--- config.mk ---
export PLATFORM = sky130hd
export DESIGN_NAME = ro_sweep_ctrl
export DESIGN_NICKNAME = d
export VERILOG_FILES = /design/src/rtl/ro_sweep_ctrl.sv
export SDC_FILE = /design/constraint.sdc
export NUM_CORES = 1
export LEC_CHECK = 0
export CORE_MARGIN = 2
export CORE_UTILIZATION = 28
export CTS_CLUSTER_SIZE = 10
export DETAILED_ROUTE_END_ITERATION = 6
export HOLD_SLACK_MARGIN = 0.1
export PLACE_DENSITY = 0.49
export SYNTH_ARGS = -nofsm -noshare
export SYNTH_HDL_FRONTEND = slang
export SYNTH_SLANG_ARGS = --single-unit
export TNS_END_PERCENT = 30
--- constraint.sdc ---
create_clock -name clk -period 2.2 [get_ports clk]
set_input_delay 0.44 -clock clk [delete_from_list [all_inputs] [get_ports clk]]
set_output_delay 0.44 -clock clk [all_outputs]
set_load 0.02 [all_outputs]
--- src/rtl/ro_sweep_ctrl.sv ---
// Ring-oscillator PUF sweep controller.
// Each challenge pair is measured as two back-to-back RO windows. The two
// captured counts are compared into one response bit, and ties are counted.
// When the sweep finishes, a hash engine is kicked off. The packed response
// becomes visible only when the hash engine completes.
module ro_sweep_ctrl #(
   parameter int NUM_PAIRS   = 8,
   parameter int WINDOW      = 1000,
   parameter int CLR_TIMEOUT = 255
) (
   input  logic                 clk,
   input  logic                 rst_n,
   input  logic                 start,
   input  logic                 abort,
   input  logic [7:0]           base_chal,
   output logic [7:0]           chal,
   output logic                 puf_en,
   output logic                 puf_clr,
   input  logic                 clr_done,
   input  logic [7:0]           key,
   output logic                 hash_start,
   input  logic                 hash_ready,
   output logic [NUM_PAIRS-1:0] resp,
   output logic [3:0]           tie_cnt,
   output logic                 busy,
   output logic                 done,
   output logic                 err
);

   localparam int NMEAS = 2 * NUM_PAIRS;
   // Measurement index width. At least 2 bits, so the pair index slice below is never empty.
   localparam int MW    = (NUM_PAIRS < 2) ? 2 : $clog2(NMEAS);
   // One shared timer serves the window, settle and clear-timeout phases.
   localparam int TMAX  = (WINDOW > CLR_TIMEOUT) ? WINDOW : CLR_TIMEOUT;
   localparam int CW    = (TMAX < 2) ? 2 : $clog2(TMAX);

   localparam logic [MW-1:0] M_LAST   = MW'(NMEAS - 1);
   localparam logic [CW-1:0] WIN_LAST = CW'(WINDOW - 1);
   localparam logic [CW-1:0] TO_LAST  = CW'(CLR_TIMEOUT - 1);
   localparam logic [CW-1:0] SET_LAST = CW'(1);

   typedef enum logic [3:0] {
      S_IDLE,
      S_CLEAR,
      S_WAIT_CLR,
      S_MEASURE,
      S_SETTLE,
      S_CAPTURE,
      S_HASH,
      S_DONE,
      S_ERROR
   } state_t;

   state_t               state_q, state_d;
   logic [MW-1:0]        m_q, m_d;
   logic [7:0]           base_q, base_d;
   logic [CW-1:0]        cnt_q, cnt_d;
   logic [7:0]           key_a_q, key_a_d;
   logic [NUM_PAIRS-1:0] part_q, part_d;
   logic [NUM_PAIRS-1:0] resp_q, resp_d;
   logic [3:0]           tie_q, tie_d;
   logic                 hs_q, hs_d;
   logic [MW-2:0]        pair_idx;

   // The pair index is m/2. Odd measurements close a pair.
   assign pair_idx = m_q[MW-1:1];

   // Next-state logic. Abort overrides every transition, including a start.
   always_comb begin
      state_d = state_q;
      m_d     = m_q;
      base_d  = base_q;
      cnt_d   = cnt_q;
      key_a_d = key_a_q;
      part_d  = part_q;
      resp_d  = resp_q;
      tie_d   = tie_q;
      hs_d    = 1'b0;

      if (abort && (state_q != S_IDLE)) begin
         state_d = S_IDLE;
         m_d     = '0;
         base_d  = '0;
         cnt_d   = '0;
         part_d  = '0;
         resp_d  = '0;
         tie_d   = '0;
      end else begin
         case (state_q)
            S_IDLE, S_DONE, S_ERROR: begin
               if (start && !abort) begin
                  state_d = S_CLEAR;
                  base_d  = base_chal;
                  m_d     = '0;
                  cnt_d   = '0;
                  part_d  = '0;
                  resp_d  = '0;
                  tie_d   = '0;
               end
            end
            S_CLEAR: begin
               state_d = S_WAIT_CLR;
               cnt_d   = '0;
            end
            S_WAIT_CLR: begin
               if (clr_done) begin
                  state_d = S_MEASURE;
                  cnt_d   = '0;
               end else if (cnt_q == TO_LAST) begin
                  state_d = S_ERROR;
                  cnt_d   = '0;
               end else begin
                  cnt_d = cnt_q + CW'(1);
               end
            end
            S_MEASURE: begin
               if (cnt_q == WIN_LAST) begin
                  state_d = S_SETTLE;
                  cnt_d   = '0;
               end else begin
                  cnt_d = cnt_q + CW'(1);
               end
            end
            S_SETTLE: begin
               if (cnt_q == SET_LAST) begin
                  state_d = S_CAPTURE;
                  cnt_d   = '0;
               end else begin
                  cnt_d = cnt_q + CW'(1);
               end
            end
            S_CAPTURE: begin
               if (!m_q[0]) begin
                  key_a_d = key;
               end else begin
                  part_d[pair_idx] = (key_a_q > key);
                  if ((key_a_q == key) && (tie_q != 4'hF))
                     tie_d = tie_q + 4'd1;
               end
               if (m_q == M_LAST) begin
                  state_d = S_HASH;
                  hs_d    = 1'b1;
               end else begin
                  state_d = S_CLEAR;
                  m_d     = m_q + MW'(1);
               end
            end
            S_HASH: begin
               if (hash_ready) begin
                  state_d = S_DONE;
                  resp_d  = part_q;
               end
            end
            default: state_d = S_IDLE;
         endcase
      end
   end

   // State and datapath registers, with a synchronous active-low reset.
   always_ff @(posedge clk) begin
      if (!rst_n) begin
         state_q <= S_IDLE;
         m_q     <= '0;
         base_q  <= '0;
         cnt_q   <= '0;
         key_a_q <= '0;
         part_q  <= '0;
         resp_q  <= '0;
         tie_q   <= '0;
         hs_q    <= 1'b0;
      end else begin
         state_q <= state_d;
         m_q     <= m_d;
         base_q  <= base_d;
         cnt_q   <= cnt_d;
         key_a_q <= key_a_d;
         part_q  <= part_d;
         resp_q  <= resp_d;
         tie_q   <= tie_d;
         hs_q    <= hs_d;
      end
   end

   // Enables drop in the abort cycle itself. CLEAR and MEASURE are disjoint states.
   assign chal       = base_q + {{(8-MW){1'b0}}, m_q};
   assign puf_en     = (state_q == S_MEASURE) && !abort;
   assign puf_clr    = (state_q == S_CLEAR) && !abort;
   assign hash_start = hs_q;
   assign resp       = resp_q;
   assign tie_cnt    = tie_q;
   assign busy       = (state_q != S_IDLE) && (state_q != S_DONE) && (state_q != S_ERROR);
   assign done       = (state_q == S_DONE);
   assign err        = (state_q == S_ERROR);

endmodule

# Word level (Yosys, flattened, before mapping)
# Cells that the tools add are included.
[totals]
inputBits = 22
out_inout_bits = 26
wordCells = 98
register_bits = 55
[op_classes]
bitwise = 4
reduce_logical = 25
eq_ne = 24
magnitude_cmp = 3
n_mux = 29
add_sub_neg = 4
[ops]
columns = ["operator", "n"]
rows = [
  ["10-bit two-way mux", 5],
  ["10-bit case mux with 5 select lines", 1],
  ["4-bit two-way mux", 10],
  ["8-bit case mux with 2 select lines", 2],
  ["4-bit case mux with 7 select lines", 1],
  ["8-bit two-way mux", 3],
  ["4-bit by 3-bit == test with 1-bit output, second input constant", 4],
  ["4-bit case mux with 2 select lines", 2],
  ["2-bit inequality test, second input constant", 7],
  ["3-bit AND reduction", 4],
  ["10-bit by 1-bit adder with 10-bit output, second input constant", 1],
  ["10-bit by 1-bit == test with 1-bit output, second input constant", 1],
  ["10-bit == test, second input constant", 1],
  ["10-bit by 8-bit == test with 1-bit output, second input constant", 1],
  ["4-bit by 1-bit adder with 4-bit output, second input constant", 2],
  ["8-bit by 4-bit adder with 8-bit output", 1],
  ["8-bit bitwise mux", 1],
  ["4-bit by 2-bit == test with 1-bit output, second input constant", 2],
  ["4-bit == test, second input constant", 2],
  ["8-bit == test", 1],
  ["8-bit > comparator", 1],
  ["1-bit logical AND", 8],
  ["4-bit inequality test, second input constant", 2],
  ["3-bit OR reduction", 2],
  ["other kinds (18)", 24],
]

# Longest topological paths before layout
# Gate-level depths: netlist of the first run.
[depth]
ltp_word = 7
ltp_mapped = 9

# Worst setup path after synthesis of the first run
# Ideal clock, no wire load.
[synth_path]
path_type = "flip-flop to output port"
from = "register m_q[0]"
to = "output port chal[6]"
arrival_time_ps = 1757
path_slack_ps = 3
path_stages_with_launch = 7
cell_sequence = "dfxtp_1 > ha_1 > fa_1 > a21o_1 > a21oi_1 > nor2_1 > xor2_1"
[synth_between]
elab_chain_len = 1
[synth_rtl]
columns = ["element", "line", "rtl"]
rows = [
  ["start: declaration", "55", "logic [MW-1:0] m_q, m_d;"],
  ["start signal: assignment", "173", "m_q <= m_d;"],
  ["8-bit by 4-bit adder with 8-bit output", "185", "assign chal = base_q + {{(8-MW){1'b0}}, m_q};"],
  ["end: declaration", "16", "output logic [7:0] chal,"],
]
# No other way between the ends.

# Worst setup path after layout of the first run
[layout_path]
from = "register base_q[0]"
to = "output port chal[6]"
[layout_between]
elab_chain_len = 1
[layout_rtl]
columns = ["element", "line", "rtl"]
rows = [
  ["start: declaration", "56", "logic [7:0] base_q, base_d;"],
  ["start signal: assignment", "174", "base_q <= base_d;"],
  ["8-bit by 4-bit adder with 8-bit output", "185", ""],
]
# No other way between the ends.

==> results by group, run 1 <==
Cells and area
  – Final nets: 493
  – Share of layout cells above drive strength 1: 18.9%
  – Most frequent cells in the layout: 52 x nand2_1, 48 x dfxtp_1, 46 x buf_4, 36 x clkdlybuf4s50_1, 34 x nor2_1
  – Most common cell after layout, fill and taps aside: nand2_1
  – Layout fillers: 1,155
  – # diodes: 0
  – Area growth from synthesis to final layout: 33.0%
  – Non-filler cells in the finished layout: 594

Job
  – Max cap viols: 0

Routing
  – Post-DR vias/cell: 4.72
  – Drt total wl: 7450 um
  – Router iterations before antenna repair: 4
  – Drt wl/cell: 12.5 um
  – 1st-iter DRT viols: 105
  – DRC: 0
  – Antenna viol nets, final: 0
  – DR vias: 2,804

Placed design
  – Post-DP HPWL: 5690 um
  – Routability congestion estimate: 0.838
  – Placed cells: 586
  – Count of input and output buffers: 47

CTS
  – CTS H-tree depth: 2
  – CTS root buffer: clkbuf_8
  – Setup repair bufs after CTS: 0
  – Worst-case clock buffer depth: 2
  – Cts bufs inserted: 5
  – Clk slew on worst S/H paths: 100 ps
  – Hold_buf cts: 0
  – Clock Sinks: 55
  – Clk_lat worst skew: 310 ps
  – TritonCTS clock tree: done

Yosys
  – Asr flop ratio synth: 0%
  – Post-synthesis mux area share: 0.655%
  – Main combinational cell family by area after synthesis: simple AND/OR/NAND/NOR gates
  – Simple-gate share of the synthesized area: 28.7%
  – Seq/Total Area, Yosys: 36.0%
  – Syn avg cell area: 8.15 um^2
  – Compound-Gate Fraction of Synth Area: 18.8%
  – Cells after Synth: 375
  – Synth Flop Type: dfxtp_1
  – Synth Area in Adders: 7.62%
  – Mapped Nets: 415
  – Post-Synth XOR/XNOR Area: 3.44%
  – Mapped cell area: 3060 um^2
  – Synth Register Bits: 55
  – Share of the synthesized area in the top cell type: 36.0%
  – Yosys cell types: 57
  – Number of flops mapped to enable cells by yosys: 0
  – Synth warn: 0
  – Leading area contributor after synthesis: dfxtp_1
  – Area contributors post-synth: dfxtp_1 36%, ha_1 7.0%, nand2_1 6.4%

Setup path
  – FF-to-FF Start: state_q[0]
  – Critical Path Fanout Max: 2
  – FF-to-FF End: cnt_q[0]
  – Worst Reg-to-Reg Cells: 7
  – Worst endpoint required time: 1760 ps
  – Setup crit end kind: primary output
  – Worst R2R Setup Slack: 200 ps
  – Path type of the worst setup path: reg2out
  – CP startpoint kind: register
  – Worst Path Arrival: 1860 ps

Power and ir drop
  – Sequential Power Share: 41.6%
  – Clock network power share: 21.0%
  – Worst vdd ir: 0.000291 V
  – Power Density: 665 nW/um^2
  – Leak Pwr: 1.61 nW
  – Internal power: 1.74 mW
  – Logic pwr share: 37.4%
  – Switch share: 35.6%
  – Psw: 961 uW

STA
  – Final period util: 105%
  – Slew Limit Headroom: 68.8%
  – WHS: 463 ps
  – Finish-stage setup viols: 3
  – Setup TNS: -164 ps
  – Clock Skews: 9.58 ps
  – Final-report hold violation count: 0
  – Pins over their slew limit: 0
  – Tmin final: 2300 ps
  – Worst-margin pin slew: 465 ps
  – Unrepaired setup endpoints after global routing: yes
  – Min setup slack post-route: -103 ps
  – Fmax: 434 MHz

GRT
  – Pin count of the biggest net entering global routing: 18
  – Initial antenna violation count: 0
  – Gr ovfl total: 0
  – First-pass GRT wire length: 12,400 um
  – Vias in the first global route: 2,627
  – Global-route usage over all layers: 13.1%

Min path
  – Worst hold start: part_q[1]
  – Worst Hold Class: reg2reg
  – WHS Endpoint: resp[1]
  – Hold path depth: 2

Floorplan
  – IO Pins: 48
  – Width of the die: 108 um
  – Total core area: 10,700 um^2
  – DIE AREA: 11,800 um^2
  – Initial Util: 28.4%
  – FP Rows: 38
  – Die H: 108 um

Run status
  – Status: complete, but fails checks
  – Failing checks: negative setup slack
==> worst max-delay path, stage by stage (launching register included) <==
cell and delay [ps]:
dfxtp_2 350, ha_4 160, fa_2 330, a21o_1 170, a21oi_2 170, nor2_1 70, xor2_1 150, buf_4 160
==> cell families after synthesis <==
logic type,Yosys count
AOI/OAI and AO/OA,84
xor gates and xnor gates,12
muxes,2
adders and majority gates,18
and+or+nand+nor,171
buffers and inverters,33
DFF,55
==> synthesized netlist by cell type (all sizes together), types with 3 or more instances <==
| cell | number |
|---|---|
| o21ai | 14 |
| xor2 | 7 |
| nor2 | 36 |
| a21oi | 34 |
| clkbuf | 9 |
| and4bb | 3 |
| nand4 | 7 |
| dfxtp | 55 |
| nor4 | 4 |
| xnor2 | 5 |
| nor3b | 3 |
| nand3 | 28 |
| nor2b | 14 |
| a21o | 9 |
| and2 | 7 |
| nand2 | 52 |
| inv | 14 |
| o31ai | 8 |
| ha | 17 |
| and3 | 3 |
| o21a | 3 |
| nor3 | 6 |
| a22o | 3 |
| buf | 10 |
==> how the worst max path moves through the flow <==
stage,from,end,slack [ps]
floorplan,m_q[0],chal[6],3
global placement,m_q[0],chal[6],-370
detailed placement,m_q[0],chal[6],-390
CTS,base_q[0],chal[6],-140
global route,base_q[0],chal[6],-160
finish,base_q[0],chal[6],-100
==> state kept, by name, indices dropped and copies added, names as in the netlist <==
signal,count
resp,8
base_q,8
part_q,8
key_a_q,8
tie_cnt,4
hash_start,1
m_q,4
cnt_q,10
state_q,4
==> per-layer routing <==
layer	global-route usage, %	wire length (um)	vias up
met2	23.2	3680	28
li1	-	-	1473
met3	2.41	206	6
met1	16.5	3510	1297
met4	2.47	58	0
met5	0	0	-
==> power by group through the flow <==
stage | combinational [mW] | sequential (mW) | clock [mW]
detailed placement | 1.03 | 1.13 | 0
global route | 1.12 | 1.13 | 0.642
finish | 1.01 | 1.12 | 0.568
CTS | 1.02 | 1.12 | 0.602
global placement | 1.02 | 1.13 | 0
floorplan | 0.607 | 1.08 | 0
==> stage by stage <==
step | cell area [um^2] | worst slack, ps | utilization [%] | power (mW)
after floorplan | 3060 | 3.46 | - | 1.69
after global placement | 3940 | -367 | 36.7 | 2.14
after detailed placement | 3940 | -388 | 36.7 | 2.16
after CTS | 4050 | -140 | 37.7 | 2.74
after global routing | 4060 | -161 | 37.8 | 2.89
final | 4060 | -103 | 37.8 | 2.70
==> timing repair <==
action / CTS / global route
pin swaps: 5 / 8
cloned: 0 / 0
endpoints found under the setup margin: 12 / 6
resized for setup: 47 / 6
endpoints found under the hold margin: 0 / 0
==> cell type report <==
type | instances | area (um^2) | area share, %
multi-input combinational | 287 | 1850 | 45.6
sequential | 55 | 1110 | 27.4
timing repair buffer | 90 | 779 | 19.2
tap | 140 | 175 | 4.31
clock buffer | 6 | 72.6 | 1.79
inverter | 14 | 52.6 | 1.29
clock inverter | 2 | 16.3 | 0.400
Power figures use the tool's default switching activity.
==> inputs of run 2 (changes only) <==
--- a/config.mk
+++ b/config.mk
@@ -5,12 +5,13 @@
 export SDC_FILE = /design/constraint.sdc
 export NUM_CORES = 1
 export LEC_CHECK = 0
+export ABC_CLOCK_PERIOD_IN_PS = 2200
 export CORE_MARGIN = 2
-export CORE_UTILIZATION = 28
+export CORE_UTILIZATION = 54
 export CTS_CLUSTER_SIZE = 10
 export DETAILED_ROUTE_END_ITERATION = 6
 export HOLD_SLACK_MARGIN = 0.1
-export PLACE_DENSITY = 0.49
+export PLACE_DENSITY = 0.82
 export SYNTH_ARGS = -nofsm -noshare
 export SYNTH_HDL_FRONTEND = slang
 export SYNTH_SLANG_ARGS = --single-unit
==> results by group, run 2 (same netlist as run 1, synthesis figures left out) <==
Min path
  – WHS Endpoint: resp[5]
  – Worst hold start: part_q[5]
  – Worst Hold Class: reg2reg
  – Hold path depth: 2

Routing
  – DRC: 0
  – Router iterations before antenna repair: 4
  – 1st-iter DRT viols: 155
  – Post-DR vias/cell: 5.53
  – Drt wl/cell: 14.1 um
  – Antenna viol nets, final: 0
  – DR vias: 2,871
  – Drt total wl: 7310 um

Placed design
  – Placed cells: 510
  – Count of input and output buffers: 47
  – Routability congestion estimate: 0.835
  – Setup WS pre-CTS: -400 ps
  – Area after DPL: 3800 um^2
  – Post-DP HPWL: 5220 um

CTS
  – Clk_lat worst skew: 310 ps
  – Cts bufs inserted: 5
  – Hold_buf cts: 0
  – CTS root buffer: clkbuf_8
  – CTS H-tree depth: 2
  – Worst-case clock buffer depth: 2
  – Clk slew on worst S/H paths: 110 ps
  – TritonCTS clock tree: done
  – Clock Sinks: 55

Run status
  – Status: complete, but fails checks
  – Failing checks: negative setup slack

Cells and area
  – Final nets: 486
  – Most common cell after layout, fill and taps aside: nand2_1
  – Post-route cell area: 3960 um^2
  – Most frequent cells in the layout: 52 x nand2_1, 48 x dfxtp_1, 38 x buf_4, 36 x clkdlybuf4s50_1, 35 x nor2_1
  – Register area: 1110 um^2
  – Max reg flops: 10
  – Non-filler cells in the finished layout: 519
  – Final Core Density: 72.4%
  – Share of layout cells above drive strength 1: 17.4%
  – Largest register by flop count: cnt_q
  – Layout fillers: 427
  – # diodes: 0
  – Area growth from synthesis to final layout: 29.7%
  – Multi-input logic area: 1850 um^2

Setup path
  – Setup crit end kind: primary output
  – CP Cell Sequence: buf_6, fa_2, a21o_1, a21oi_2, nor2_1, xor2_1, buf_4
  – Worst Reg-to-Reg Cells: 8
  – Slowest Stage Delay on Critical Path: 380 ps
  – CP startpoint: m_q[1]
  – WP buf/inv: 2
  – Cell family with most CP delay: adder cells
  – FF-to-FF Start: state_q[2]
  – Path type of the worst setup path: reg2out
  – Worst Path Arrival: 1910 ps
  – FF-to-FF End: cnt_q[9]
  – Slowest-stage cell, CP: fa_2
  – Worst R2R Setup Slack: 230 ps
  – CP startpoint kind: register
  – Worst endpoint required time: 1760 ps
  – Critical Path Fanout Max: 3

GRT
  – Initial antenna violation count: 0
  – Gr ovfl total: 0
  – First-pass GRT wire length: 12,200 um
  – Pin count of the biggest net entering global routing: 19
  – Global-route usage over all layers: 24.1%
  – Vias in the first global route: 2,713

STA
  – Finish-stage setup viols: 5
  – Fmax: 425 MHz
  – WHS: 460 ps
  – Unrepaired setup endpoints after global routing: yes
  – Worst-margin pin slew: 561 ps
  – Min setup slack post-route: -150 ps
  – Slew Limit Headroom: 62.4%
  – Tmin final: 2350 ps
  – Pins over their slew limit: 0
  – Final-report hold violation count: 0
  – Final period util: 107%
  – Clock Skews: 11.6 ps

Floorplan
  – DIE AREA: 6280 um^2
  – Width of the die: 79.2 um
  – FP Rows: 27
  – IO Pins: 48
  – Initial Util: 55.8%
  – Die H: 79.2 um
  – Total core area: 5470 um^2

Job
  – Max cap viols: 0

Power and ir drop
  – Worst vdd ir: 0.000731 V
  – Power Density: 703 nW/um^2
  – Leak Pwr: 1.61 nW
run 2: layout make-up:
type / count / area share, %
well taps: 72 / 2.27
inverters: 14 / 1.33
clock inverters: 3 / 1.17
multi-input cells: 287 / 46.7
repair buffers: 83 / 18.7
clock buffers: 5 / 1.74
flip-flops and latches: 55 / 28.1
run 2: worst max path at each step:
stage	cells after the start	slack, ps	to
final	7	-150	chal[6]
after global routing	7	-220	chal[6]
after CTS	7	-110	chal[6]
after detailed placement	7	-400	chal[6]
after global placement	7	-350	chal[6]
after floorplan	6	3	chal[6]
run 2: where the power goes:
group	switching (mW)	total, mW	internal [mW]
logic	0.540	0.991	0.451
clock network	0.344	0.687	0.343
registers	0.0691	1.11	1.04
run 2: per-stage QoR:
stage	setup TNS, ps	power [mW]
6_report	-427	2.79
3_3_place_gp	-2050	2.09
2_1_floorplan	0	1.69
3_5_place_dp	-3360	2.11
5_1_grt	-835	2.93
4_1_cts	-364	2.78
run 2: repair_timing:
action	4_1_cts	5_1_grt
buffers inserted	1	0
pin swaps	5	3
setup endpoints to repair	12	7
cloned	0	0
gates resized for setup	45	6
run 2: metal layers:
metal | vias to the layer above | GRT usage, % | routed length, um
li1 | 1450 | - | -
met1 | 1328 | 29.5 | 3200
met2 | 75 | 41.3 | 3550
met3 | 18 | 4.77 | 386
met4 | 0 | 10.3 | 176
met5 | - | 0 | 0
run 2: tightest hold or removal path, stage by stage (launching register included):
cell     delay [ps]
dfxtp_1         330
nand2_1          50
a21oi_1          50
==> inputs of run 3 (changes only) <==
--- a/config.mk
+++ b/config.mk
@@ -6,12 +6,12 @@
 export NUM_CORES = 1
 export LEC_CHECK = 0
 export ABC_CLOCK_PERIOD_IN_PS = 2200
-export CORE_MARGIN = 2
+export CORE_MARGIN = 5
 export CORE_UTILIZATION = 54
 export CTS_CLUSTER_SIZE = 10
 export DETAILED_ROUTE_END_ITERATION = 6
 export HOLD_SLACK_MARGIN = 0.1
-export PLACE_DENSITY = 0.82
+export PLACE_DENSITY_LB_ADDON = 0.12
 export SYNTH_ARGS = -nofsm -noshare
 export SYNTH_HDL_FRONTEND = slang
 export SYNTH_SLANG_ARGS = --single-unit
==> results by group, run 3 (same netlist as run 1, synthesis figures left out) <==
Cells and area
  – Final nets: 485
  – Layout fillers: 463
  – Most frequent cells in the layout: 52 x nand2_1, 48 x dfxtp_1, 37 x clkdlybuf4s50_1, 37 x buf_4, 35 x nor2_1
  – Largest register by flop count: cnt_q
  – Max reg flops: 10
  – # diodes: 0
  – Register area: 1110 um^2
  – Area growth from synthesis to final layout: 28.5%
  – Most common cell after layout, fill and taps aside: nand2_1
  – Post-route cell area: 3930 um^2
  – Multi-input logic area: 1840 um^2
  – Share of layout cells above drive strength 1: 17.5%

STA
  – Finish-stage setup viols: 5
  – Clock Skews: 9.50 ps
  – Fmax: 427 MHz
  – Slew Limit Headroom: 60.7%
  – Final period util: 106%
  – Setup TNS: -409 ps
  – Worst-margin pin slew: 587 ps
  – Min setup slack post-route: -143 ps
  – Tmin final: 2340 ps
  – Unrepaired setup endpoints after global routing: yes
  – Pins over their slew limit: 0
  – Final-report hold violation count: 0

GRT
  – Gr ovfl total: 0
  – Pin count of the biggest net entering global routing: 19
  – Global-route usage over all layers: 20.0%
  – Initial antenna violation count: 0
  – Vias in the first global route: 2,768
  – First-pass GRT wire length: 12,200 um

Routing
  – Drt wl/cell: 13.6 um
  – Drt total wl: 7040 um
  – DR vias: 2,796
  – Router iterations before antenna repair: 5
  – Antenna viol nets, final: 0
  – DRC: 0
  – 1st-iter DRT viols: 126
  – Post-DR vias/cell: 5.40

Floorplan
  – DIE AREA: 7260 um^2
  – FP Rows: 27
  – Initial Util: 55.5%
  – Die H: 85.2 um
  – Total core area: 5510 um^2
  – IO Pins: 48
  – Width of the die: 85.2 um

Power and ir drop
  – Logic pwr share: 36.5%
  – Sequential Power Share: 41.4%
  – Leak Pwr: 1.59 nW
  – Tot Pwr: 2.65 mW
  – Internal power: 1.70 mW
  – Psw: 951 uW
  – Worst vdd ir: 0.000430 V
  – Clock network power share: 22.1%
  – Power Density: 674 nW/um^2
  – Switch share: 35.9%

Setup path
  – CP startpoint: m_q[1]
  – Slowest-stage cell, CP: fa_2
  – Setup crit end kind: primary output
  – FF-to-FF Start: cnt_q[0]
  – Worst Path Arrival: 1900 ps
  – WP depth: 7
  – FF-to-FF End: cnt_q[0]
  – CP Cell Sequence: buf_12, fa_2, a21o_1, a21oi_2, nor2_1, xor2_1, buf_4
  – Slowest Stage Delay on Critical Path: 370 ps
  – Worst Reg-to-Reg Cells: 8
  – CP startpoint kind: register
  – Cell family with most CP delay: adder cells
  – WP buf/inv: 2
  – Worst R2R Setup Slack: 220 ps
  – Worst endpoint required time: 1760 ps
  – Setup crit end: chal[6]
  – Path type of the worst setup path: reg2out
  – Critical Path Fanout Max: 2

Min path
  – Hold path depth: 2
  – Worst Hold Class: reg2reg

CTS
  – Hold_buf cts: 0
  – CTS root buffer: clkbuf_8
  – Clk slew on worst S/H paths: 110 ps
  – Clk_lat worst skew: 320 ps
  – Cts bufs inserted: 5
  – CTS H-tree depth: 2
  – Clock Sinks: 55
  – Worst-case clock buffer depth: 2
  – TritonCTS clock tree: done

Run status
  – Failing checks: negative setup slack
  – Status: complete, but fails checks

Placed design
  – Routability congestion estimate: 0.862
  – Post-DP HPWL: 5260 um
  – Count of input and output buffers: 47
  – Area after DPL: 3790 um^2

Job
  – Max cap viols: 0
[run 3: final cells by class]
cell class,count,area share (%)
clock buffer,5,1.75
clock inverter,3,0.573
inverter,14,1.34
multi-input combinational,287,47.0
sequential,55,28.3
tap,72,2.29
timing repair buffer,82,18.8
[run 3: repair_timing]
action | CTS | global route
buffers inserted | 1 | 0
endpoints found under the setup margin | 12 | 9
resized for setup | 43 | 5
pin swaps | 7 | 0
[run 3: through the flow]
stage / worst slack (ps) / hold slack, ps / instances / util (%)
2_1_floorplan: 3.46 / 432 / 375 / -
3_3_place_gp: -363 / 447 / 509 / 68.8
3_5_place_dp: -414 / 453 / 509 / 68.8
4_1_cts: -132 / 466 / 518 / 71.4
5_1_grt: -230 / 489 / 518 / 71.3
6_report: -143 / 462 / 518 / 71.3
[run 3: worst min-delay path by stage]
stage | from | to | slack [ps]
after detailed placement | part_q[5] | resp[5] | 450
final | part_q[0] | resp[0] | 460
after global placement | part_q[5] | resp[5] | 450
after floorplan | part_q[0] | resp[0] | 430
after global routing | part_q[6] | resp[6] | 490
after CTS | part_q[4] | resp[4] | 470
[run 3: metal layers]
metal	GRT usage [%]	part of all wire, %	vias up
met5	0	0	-
met4	6.47	1.5	0
met3	3.20	4.8	10
met2	35.2	49	56
met1	24.9	45	1280
li1	-	-	1450
[run 3: worst reg2reg max path: cells and delay by family, from the launching register on]
family          cells  cell delay [ps]
compound gates      3              580
fa+ha+maj           1              250
buf+inv             2              310
flops               1              370
simple gates        2              390
[run 3: power by group through the flow]
stage	combinational, mW	sequential [mW]	clock (mW)
global route	1.07	1.10	0.655
global placement	0.976	1.11	0
CTS	0.973	1.09	0.602
finish	0.967	1.10	0.585
detailed placement	0.990	1.11	0
floorplan	0.607	1.08	0
